### config.mk
export PLATFORM = sky130hd
export DESIGN_NAME = wb_arbiter_flat
export DESIGN_NICKNAME = d
export VERILOG_FILES = /design/src/rtl/wb_pkg.sv /design/src/rtl/wb_arbiter_if.sv /design/src/rtl/wb_scoreboard.sv /design/src/rtl/wb_arbiter.sv /design/src/flat_wrapper.sv
export SDC_FILE = /design/constraint.sdc
export NUM_CORES = 1
export LEC_CHECK = 0
export CAP_MARGIN = 20
export CORE_MARGIN = 2
export CORE_UTILIZATION = 43
export DETAILED_ROUTE_END_ITERATION = 8
export GPL_ROUTABILITY_DRIVEN = 0
export PLACE_DENSITY = 0.77
export SLEW_MARGIN = 20
export SYNTH_ARGS = -nofsm -noshare
export SYNTH_HDL_FRONTEND = slang
export SYNTH_SLANG_ARGS = --single-unit
### constraint.sdc
create_clock -name clk -period 2.3 [get_ports clk]
set_input_delay 0.345 -clock clk [delete_from_list [all_inputs] [get_ports clk]]
set_output_delay 0.345 -clock clk [all_outputs]
set_load 0.02 [all_outputs]
### src/rtl/wb_pkg.sv
// Shared types and widths for the write-back arbiter slice.
// Imported by the interface, the scoreboard and the top.
package wb_pkg;

    localparam int REG_ADDR_W = 5;
    localparam int XLEN       = 32;

    typedef enum logic {
        SRC_EXU = 1'b0,
        SRC_LSU = 1'b1
    } wb_src_e;

endpackage

### src/rtl/wb_arbiter_if.sv
// Core-side bundle of the write-back arbiter: EXU/LSU handshakes,
// load issue, hazard query and the registered register-file port.
interface wb_arbiter_if;
    import wb_pkg::*;

    logic                  exu_valid;
    logic                  exu_ready;
    logic [REG_ADDR_W-1:0] exu_rd;
    logic [XLEN-1:0]       exu_data;

    logic                  ld_issue;
    logic [REG_ADDR_W-1:0] ld_issue_rd;
    logic                  ld_issue_ok;

    logic                  lsu_valid;
    logic                  lsu_ready;
    logic [REG_ADDR_W-1:0] lsu_rd;
    logic [XLEN-1:0]       lsu_data;

    logic [REG_ADDR_W-1:0] q_rs1;
    logic [REG_ADDR_W-1:0] q_rs2;
    logic                  q_hazard;

    logic                  rf_wen;
    logic [REG_ADDR_W-1:0] rf_waddr;
    logic [XLEN-1:0]       rf_wdata;
    logic                  err;

    modport master (
        output exu_valid, exu_rd, exu_data,
        output ld_issue, ld_issue_rd,
        output lsu_valid, lsu_rd, lsu_data,
        output q_rs1, q_rs2,
        input  exu_ready, ld_issue_ok, lsu_ready, q_hazard,
        input  rf_wen, rf_waddr, rf_wdata, err
    );

    modport slave (
        input  exu_valid, exu_rd, exu_data,
        input  ld_issue, ld_issue_rd,
        input  lsu_valid, lsu_rd, lsu_data,
        input  q_rs1, q_rs2,
        output exu_ready, ld_issue_ok, lsu_ready, q_hazard,
        output rf_wen, rf_waddr, rf_wdata, err
    );

endinterface

### src/rtl/wb_scoreboard.sv
// Outstanding-load tracking: load counter, per-register busy bits,
// issue gating, source hazard query and the sticky protocol error.
module wb_scoreboard
    import wb_pkg::*;
#(
    parameter int MAX_LD = 2
) (
    input  logic                  clk,
    input  logic                  rst_n,
    input  logic                  ld_issue_i,
    input  logic [REG_ADDR_W-1:0] ld_issue_rd_i,
    input  logic                  lsu_xfer_i,
    input  logic [REG_ADDR_W-1:0] lsu_rd_i,
    input  logic                  exu_xfer_i,
    input  logic [REG_ADDR_W-1:0] exu_rd_i,
    input  logic [REG_ADDR_W-1:0] q_rs1_i,
    input  logic [REG_ADDR_W-1:0] q_rs2_i,
    output logic                  ld_issue_ok_o,
    output logic                  q_hazard_o,
    output logic                  err_o
);

    localparam logic [1:0] MAX = 2'(MAX_LD);

    logic [1:0]  cnt_q, cnt_d;
    logic [31:0] busy_q, busy_d;
    logic        err_q, err_d;
    logic        issue_go;
    logic        spurious;
    logic        ld_done;

    assign ld_issue_ok_o = (cnt_q < MAX) && !busy_q[ld_issue_rd_i];
    assign issue_go      = ld_issue_i && ld_issue_ok_o;
    assign spurious      = lsu_xfer_i && (cnt_q == 2'd0);
    assign ld_done       = lsu_xfer_i && !spurious;
    assign q_hazard_o    = busy_q[q_rs1_i] | busy_q[q_rs2_i];
    assign err_o         = err_q;

    always_comb begin
        cnt_d = cnt_q;
        unique case ({issue_go, ld_done})
            2'b10:   cnt_d = cnt_q + 2'd1;
            2'b01:   cnt_d = cnt_q - 2'd1;
            default: cnt_d = cnt_q;
        endcase
        // clear before set so a retiring rd and a new rd both land
        busy_d = busy_q;
        if (lsu_xfer_i) busy_d[lsu_rd_i] = 1'b0;
        if (issue_go)   busy_d[ld_issue_rd_i] = 1'b1;
        busy_d[0] = 1'b0;
        err_d = err_q | spurious | (exu_xfer_i && busy_q[exu_rd_i]);
    end

    always_ff @(posedge clk or negedge rst_n) begin
        if (!rst_n) begin
            cnt_q  <= 2'd0;
            busy_q <= '0;
            err_q  <= 1'b0;
        end else begin
            cnt_q  <= cnt_d;
            busy_q <= busy_d;
            err_q  <= err_d;
        end
    end

endmodule

### src/rtl/wb_arbiter.sv
// Write-back arbiter: one EXU/LSU grant per cycle into a registered RF port.
// WB_ARB_RR_EN selects round-robin contention; default is fixed LSU priority.
module wb_arbiter
    import wb_pkg::*;
#(
    parameter int MAX_LD = 2
) (
    input logic         clk,
    input logic         rst_n,
    wb_arbiter_if.slave bus
);

    logic                  exu_rdy, lsu_rdy;
    logic                  rf_wen_q, rf_wen_d;
    logic [REG_ADDR_W-1:0] rf_waddr_q, rf_waddr_d;
    logic [XLEN-1:0]       rf_wdata_q, rf_wdata_d;

`ifdef WB_ARB_RR_EN
    wb_src_e last_q;

    always_comb begin
        exu_rdy = 1'b0;
        lsu_rdy = 1'b0;
        unique case (1'b1)
            bus.exu_valid && bus.lsu_valid: begin
                exu_rdy = (last_q == SRC_LSU);
                lsu_rdy = (last_q == SRC_EXU);
            end
            bus.lsu_valid && !bus.exu_valid: lsu_rdy = 1'b1;
            bus.exu_valid && !bus.lsu_valid: exu_rdy = 1'b1;
            default: ;
        endcase
    end

    // Reset as if LSU won last so the first contention goes to EXU
    always_ff @(posedge clk or negedge rst_n) begin
        if (!rst_n)
            last_q <= SRC_LSU;
        else if (bus.exu_valid && bus.lsu_valid)
            last_q <= exu_rdy ? SRC_EXU : SRC_LSU;
    end
`else
    assign lsu_rdy = bus.lsu_valid;
    assign exu_rdy = bus.exu_valid && !bus.lsu_valid;
`endif

    always_comb begin
        rf_wen_d   = 1'b0;
        rf_waddr_d = rf_waddr_q;
        rf_wdata_d = rf_wdata_q;
        if (lsu_rdy && bus.lsu_rd != '0) begin
            rf_wen_d   = 1'b1;
            rf_waddr_d = bus.lsu_rd;
            rf_wdata_d = bus.lsu_data;
        end else if (exu_rdy && bus.exu_rd != '0) begin
            rf_wen_d   = 1'b1;
            rf_waddr_d = bus.exu_rd;
            rf_wdata_d = bus.exu_data;
        end
    end

    always_ff @(posedge clk or negedge rst_n) begin
        if (!rst_n) begin
            rf_wen_q   <= 1'b0;
            rf_waddr_q <= '0;
            rf_wdata_q <= '0;
        end else begin
            rf_wen_q   <= rf_wen_d;
            rf_waddr_q <= rf_waddr_d;
            rf_wdata_q <= rf_wdata_d;
        end
    end

    wb_scoreboard #(.MAX_LD(MAX_LD)) u_sb (
        .clk           (clk),
        .rst_n         (rst_n),
        .ld_issue_i    (bus.ld_issue),
        .ld_issue_rd_i (bus.ld_issue_rd),
        .lsu_xfer_i    (lsu_rdy),
        .lsu_rd_i      (bus.lsu_rd),
        .exu_xfer_i    (exu_rdy),
        .exu_rd_i      (bus.exu_rd),
        .q_rs1_i       (bus.q_rs1),
        .q_rs2_i       (bus.q_rs2),
        .ld_issue_ok_o (bus.ld_issue_ok),
        .q_hazard_o    (bus.q_hazard),
        .err_o         (bus.err)
    );

    assign bus.exu_ready = exu_rdy;
    assign bus.lsu_ready = lsu_rdy;
    assign bus.rf_wen    = rf_wen_q;
    assign bus.rf_waddr  = rf_waddr_q;
    assign bus.rf_wdata  = rf_wdata_q;

endmodule

### src/flat_wrapper.sv
// flat-port wrapper written by rule: the top's interface ports become plain ports
module wb_arbiter_flat import wb_pkg::*;
#(
    parameter int MAX_LD = 2
)
  (clk, rst_n, bus_exu_valid, bus_exu_rd, bus_exu_data, bus_ld_issue, bus_ld_issue_rd, bus_lsu_valid, bus_lsu_rd, bus_lsu_data, bus_q_rs1, bus_q_rs2, bus_exu_ready, bus_ld_issue_ok, bus_lsu_ready, bus_q_hazard, bus_rf_wen, bus_rf_waddr, bus_rf_wdata, bus_err);
  wb_arbiter_if bus_i ();
  input logic clk;
  input logic rst_n;
  input wire logic [$bits(bus_i.exu_valid)-1:0] bus_exu_valid;
  input wire logic [$bits(bus_i.exu_rd)-1:0] bus_exu_rd;
  input wire logic [$bits(bus_i.exu_data)-1:0] bus_exu_data;
  input wire logic [$bits(bus_i.ld_issue)-1:0] bus_ld_issue;
  input wire logic [$bits(bus_i.ld_issue_rd)-1:0] bus_ld_issue_rd;
  input wire logic [$bits(bus_i.lsu_valid)-1:0] bus_lsu_valid;
  input wire logic [$bits(bus_i.lsu_rd)-1:0] bus_lsu_rd;
  input wire logic [$bits(bus_i.lsu_data)-1:0] bus_lsu_data;
  input wire logic [$bits(bus_i.q_rs1)-1:0] bus_q_rs1;
  input wire logic [$bits(bus_i.q_rs2)-1:0] bus_q_rs2;
  output wire logic [$bits(bus_i.exu_ready)-1:0] bus_exu_ready;
  output wire logic [$bits(bus_i.ld_issue_ok)-1:0] bus_ld_issue_ok;
  output wire logic [$bits(bus_i.lsu_ready)-1:0] bus_lsu_ready;
  output wire logic [$bits(bus_i.q_hazard)-1:0] bus_q_hazard;
  output wire logic [$bits(bus_i.rf_wen)-1:0] bus_rf_wen;
  output wire logic [$bits(bus_i.rf_waddr)-1:0] bus_rf_waddr;
  output wire logic [$bits(bus_i.rf_wdata)-1:0] bus_rf_wdata;
  output wire logic [$bits(bus_i.err)-1:0] bus_err;
  assign bus_i.exu_valid = bus_exu_valid;
  assign bus_i.exu_rd = bus_exu_rd;
  assign bus_i.exu_data = bus_exu_data;
  assign bus_i.ld_issue = bus_ld_issue;
  assign bus_i.ld_issue_rd = bus_ld_issue_rd;
  assign bus_i.lsu_valid = bus_lsu_valid;
  assign bus_i.lsu_rd = bus_lsu_rd;
  assign bus_i.lsu_data = bus_lsu_data;
  assign bus_i.q_rs1 = bus_q_rs1;
  assign bus_i.q_rs2 = bus_q_rs2;
  assign bus_exu_ready = bus_i.exu_ready;
  assign bus_ld_issue_ok = bus_i.ld_issue_ok;
  assign bus_lsu_ready = bus_i.lsu_ready;
  assign bus_q_hazard = bus_i.q_hazard;
  assign bus_rf_wen = bus_i.rf_wen;
  assign bus_rf_waddr = bus_i.rf_waddr;
  assign bus_rf_wdata = bus_i.rf_wdata;
  assign bus_err = bus_i.err;
  wb_arbiter #(.MAX_LD(MAX_LD)) u_core (.clk(clk), .rst_n(rst_n), .bus(bus_i));
endmodule
==> results.tsv <==
stage	metric	value	unit
grt	largest net degree at the start of global routing	41	
routing	DR vias/cell	5.925	
critical_path	CP max stage delay	0.49	ns
floorplanning	core footprint	10180	um2
synth	post-synthesis sequential area ratio	40.35	%
critical_path	worst-path maximum fanout	4	
timing	fin crit period	2.534	ns
power_and_ir_drop	leakage	3.017	nW
critical_path	crit path cell chain	mux4_2 -> nand2b_4 -> o211ai_1 -> nand4_1 -> or4_4 -> buf_6	
timing	Pins Over Slew Limit	0	
timing	worst-margin pin slew	0.5469	ns
synth	Syn Nets	524	
critical_path	kind of critical path	register to output pin	
grt	GRT Total Usage	27.11	%
routing	detailed-route wire length	14.97	mm
critical_path	Worst Setup Start Kind	register	
timing	Max Fclk	394.6	MHz
placement	I/O Buffers	136	
clock_tree	CTS clk-pin slew, worst paths	0.07	ns
timing	final hold viol count	0	
power_and_ir_drop	Power Dens Cells	747.7	nW/um2
status	status	finished with violations	
floorplanning	chip height	105.9	um
clock_tree	Skew-Pair Late Insertion Delay	0.35	ns
layout	finished layout cell area	6822	um2
synth	Synth cell types	46	
timing	RSZ-0062 raised after global routing	true	
layout	Ant. Diodes	0	
grt	GR Overflow Total	0	
routing	1st-iter DRT viols	364	
power_and_ir_drop	Peak supply drop	0.3316	mV
timing	relative slew slack	63.43	%
clock_tree	CTS root buffer	clkbuf_8	
synth	Syn Area/Cell	10.41	um2
flow_run	maxcap violations	0	
layout	post-layout util	66.98	%
grt	initial antenna violation count	0	
critical_path	CP Capture Type	output pin	
critical_path	WP data arrival	2.19	ns
layout	Area growth syn-to-layout	52.76	%
floorplanning	row count	37	
routing	First-pass DRT Iterations	5	
floorplanning	Initial Utilization	43.85	%
power_and_ir_drop	Tot Pwr	5.101	mW
status	failing checks	setup timing	
layout	share of cells above drive strength 1	24.96	%
timing	fin worst setup slack	-0.2341	ns
floorplanning	io pins	137	
timing	final setup vio count	4	
routing	routed via count	4485	
grt	first-pass GRT wire length	23.40	mm
synth	synthesized area	4466	um2
synth	Cells after Synth	429	
critical_path	CP required	1.96	ns
critical_path	Largest delay share family, worst path	simple AND/OR/NAND/NOR gates	
synth	Seq cells post-synth	72	
critical_path	WP buf/inv	1	
grt	vias in the first global route	4590	
clock_tree	clk buf depth	2	
timing	TNS Setup	-0.5222	ns
routing	drt drc	0	
clock_tree	CTS tree	done	
layout	final net count	713	
clock_tree	Num CTS Buffers	9	
layout	fillcell total	769	
floorplanning	Die Area	11220	um2
routing	routed len/inst	19.78	um
clock_tree	Sink Count	72	
timing	final period utilization	110.2	%
floorplanning	die width	105.9	um
routing	post-route ant nets	0	
timing	Worst Clk Skew	0.01310	ns
placement	DP HPWL	11.18	mm
clock_tree	H-Tree Depth	3	
critical_path	slowest library cell on the worst path	mux4_2	
synth	synth warn	0	
placement	DP Area	6441	um2
min_path	Hold WC Path Type	register to register	
-- metrics by stage --
step	cells	worst slack [ns]	hold WS (ns)
after floorplan	429	-0.1438	0.04941
after global placement	737	-0.8130	0.3485
after detailed placement	737	-0.8417	0.3551
after CTS	757	-0.2344	0.5109
after global routing	757	-0.3166	0.5276
final	757	-0.2341	0.5021
-- routing by layer --
| layer | wire (um) | vias up | track usage, % |
|---|---|---|---|
| met1 | 5464 | 2150 | 32.71 |
| met4 | 560 | 0 | 12.22 |
| li1 | - | 1990 | - |
| met5 | 0 | - | 0 |
| met2 | 7421 | 286 | 45.30 |
| met3 | 1526 | 59 | 7.603 |
-- worst reg2reg max path, delay by kind of cell (launching register included) --
family | cells | cell delay [ns]
multiplexers | 1 | 0.48
flip-flops | 1 | 0.44
adder cells (fa/ha/maj) | 1 | 0.17
AO/OA/AOI/OAI | 2 | 0.42
XOR/XNOR | 2 | 0.30
buffers and inverters | 1 | 0.07
AND/OR/NAND/NOR | 2 | 0.52
-- power by group --
group | internal, mW | total (mW) | switching (mW)
Sequential | 1.56 | 1.90 | 0.346
Clock | 0.409 | 0.844 | 0.434
Combinational | 1.30 | 2.35 | 1.05
-- cell type report --
cell class,count,area (um2),area share [%]
Clock buffer,13,148.9,2.183
Inverter,5,18.77,0.2751
Timing Repair Buffer,215,2009,29.46
Tap cell,136,170.2,2.494
Sequential cell,72,1807,26.49
Clock inverter,1,5.005,0.07337
Multi-Input combinational cell,315,2663,39.03
-- cells in the final DEF, fill, tap and decap left out, types with 3 or more instances in the layout --
cell and n:
clkdlybuf4s50_1 126, buf_4 73, dfrtp_1 68, nand2_1 49
mux2i_1 45, o21ai_0 41, o21ai_1 33, mux4_2 26
nor2_1 15, nand3_1 12, a21oi_1 10, clkbuf_8 10
o31ai_1 9, nor2b_1 7, nand3b_1 7, o41ai_2 7
o41ai_4 6, dlygate4sd2_1 6, or3_1 5, inv_1 4
buf_6 4, buf_12 4, dfrtp_2 4, or2_2 3
nor3b_1 3, nand4_1 3, clkbuf_1 3
-- worst paths after layout --
kind,start,to,slack [ns],depth (start not counted)
max,u_core.u_sb.busy_q[13]$_DFF_PN0_,bus_q_hazard,-0.23,6
min,u_core.bus.rf_waddr[4]$_DFFE_PN0P_,u_core.bus.rf_waddr[4]$_DFFE_PN0P_,0.50,2
max reg2reg,u_core.u_sb.busy_q[8]$_DFF_PN0_,u_core.u_sb.cnt_q[1]$_DFFE_PN0P_,-0.21,9
min reg2reg,u_core.bus.rf_waddr[4]$_DFFE_PN0P_,u_core.bus.rf_waddr[4]$_DFFE_PN0P_,0.50,2
max in group asynchronous,rst_n,u_core.u_sb.busy_q[12]$_DFF_PN0_,1.12,3
min in group asynchronous,rst_n,u_core.bus.rf_wdata[4]$_DFFE_PN0P_,0.51,2
-- cell usage after synthesis (all sizes together) --
cell / n / area share (%)
o21ai: 75 / 8.4
dfrtp: 72 / 40
nand2: 49 / 4.1
mux2i: 45 / 10
mux4: 27 / 14
clkbuf: 21 / 1.8
buf: 16 / 2.3
nor2: 16 / 1.3
o41ai: 13 / 3.6
nand3: 12 / 1.3
o31ai: 11 / 2.1
a21oi: 10 / 1.1
nand3b: 7 / 1.2
nor2b: 7 / 0.98
or3: 6 / 0.84
inv: 5 / 0.42
nand2b: 3 / 0.42
nand4: 3 / 0.42
nor3b: 3 / 0.50
or2: 3 / 0.42
a221oi: 2 / 0.39
o211ai: 2 / 0.34
o22ai: 2 / 0.28
or3b: 2 / 0.39
or4: 2 / 0.34
xnor2: 2 / 0.39
a211o: 1 / 0.20
a211oi: 1 / 0.17
a22oi: 1 / 0.17
a311o: 1 / 0.22
a311oi: 1 / 0.20
a31oi: 1 / 0.14
ha: 1 / 0.28
nand4b: 1 / 0.20
nand4bb: 1 / 0.25
nor3: 1 / 0.11
o311ai: 1 / 0.20
o31a: 1 / 0.20
xor2: 1 / 0.20
-- flip-flops by register name, indices dropped and copies added, names as in the netlist --
| signal | cells |
|---|---|
| u_core.bus.rf_wdata | 32 |
| u_core.u_sb.busy_q | 31 |
| u_core.bus.rf_waddr | 5 |
| u_core.u_sb.cnt_q | 2 |
| u_core.bus.rf_wen | 1 |
| u_core.u_sb.err_o | 1 |
-- kinds of logic after synthesis --
kind of cell	share of synthesized area (%)
multiplexers	23.79
adder cells (fa/ha/maj)	0.2801
AND/OR/NAND/NOR	12.86
buffers and inverters	4.483
XOR/XNOR	0.5885
flip-flops	40.35
AO/OA/AOI/OAI	17.65
-- repair_timing --
item	in CTS	in global routing
buffers inserted	5	0
endpoints found under the setup margin	13	11
cloned	0	0
hold buffers	1	0
pin swaps	4	6
hold endpoints to repair	37	0
gates resized for setup	25	23
(Power assumes the default switching activity.)
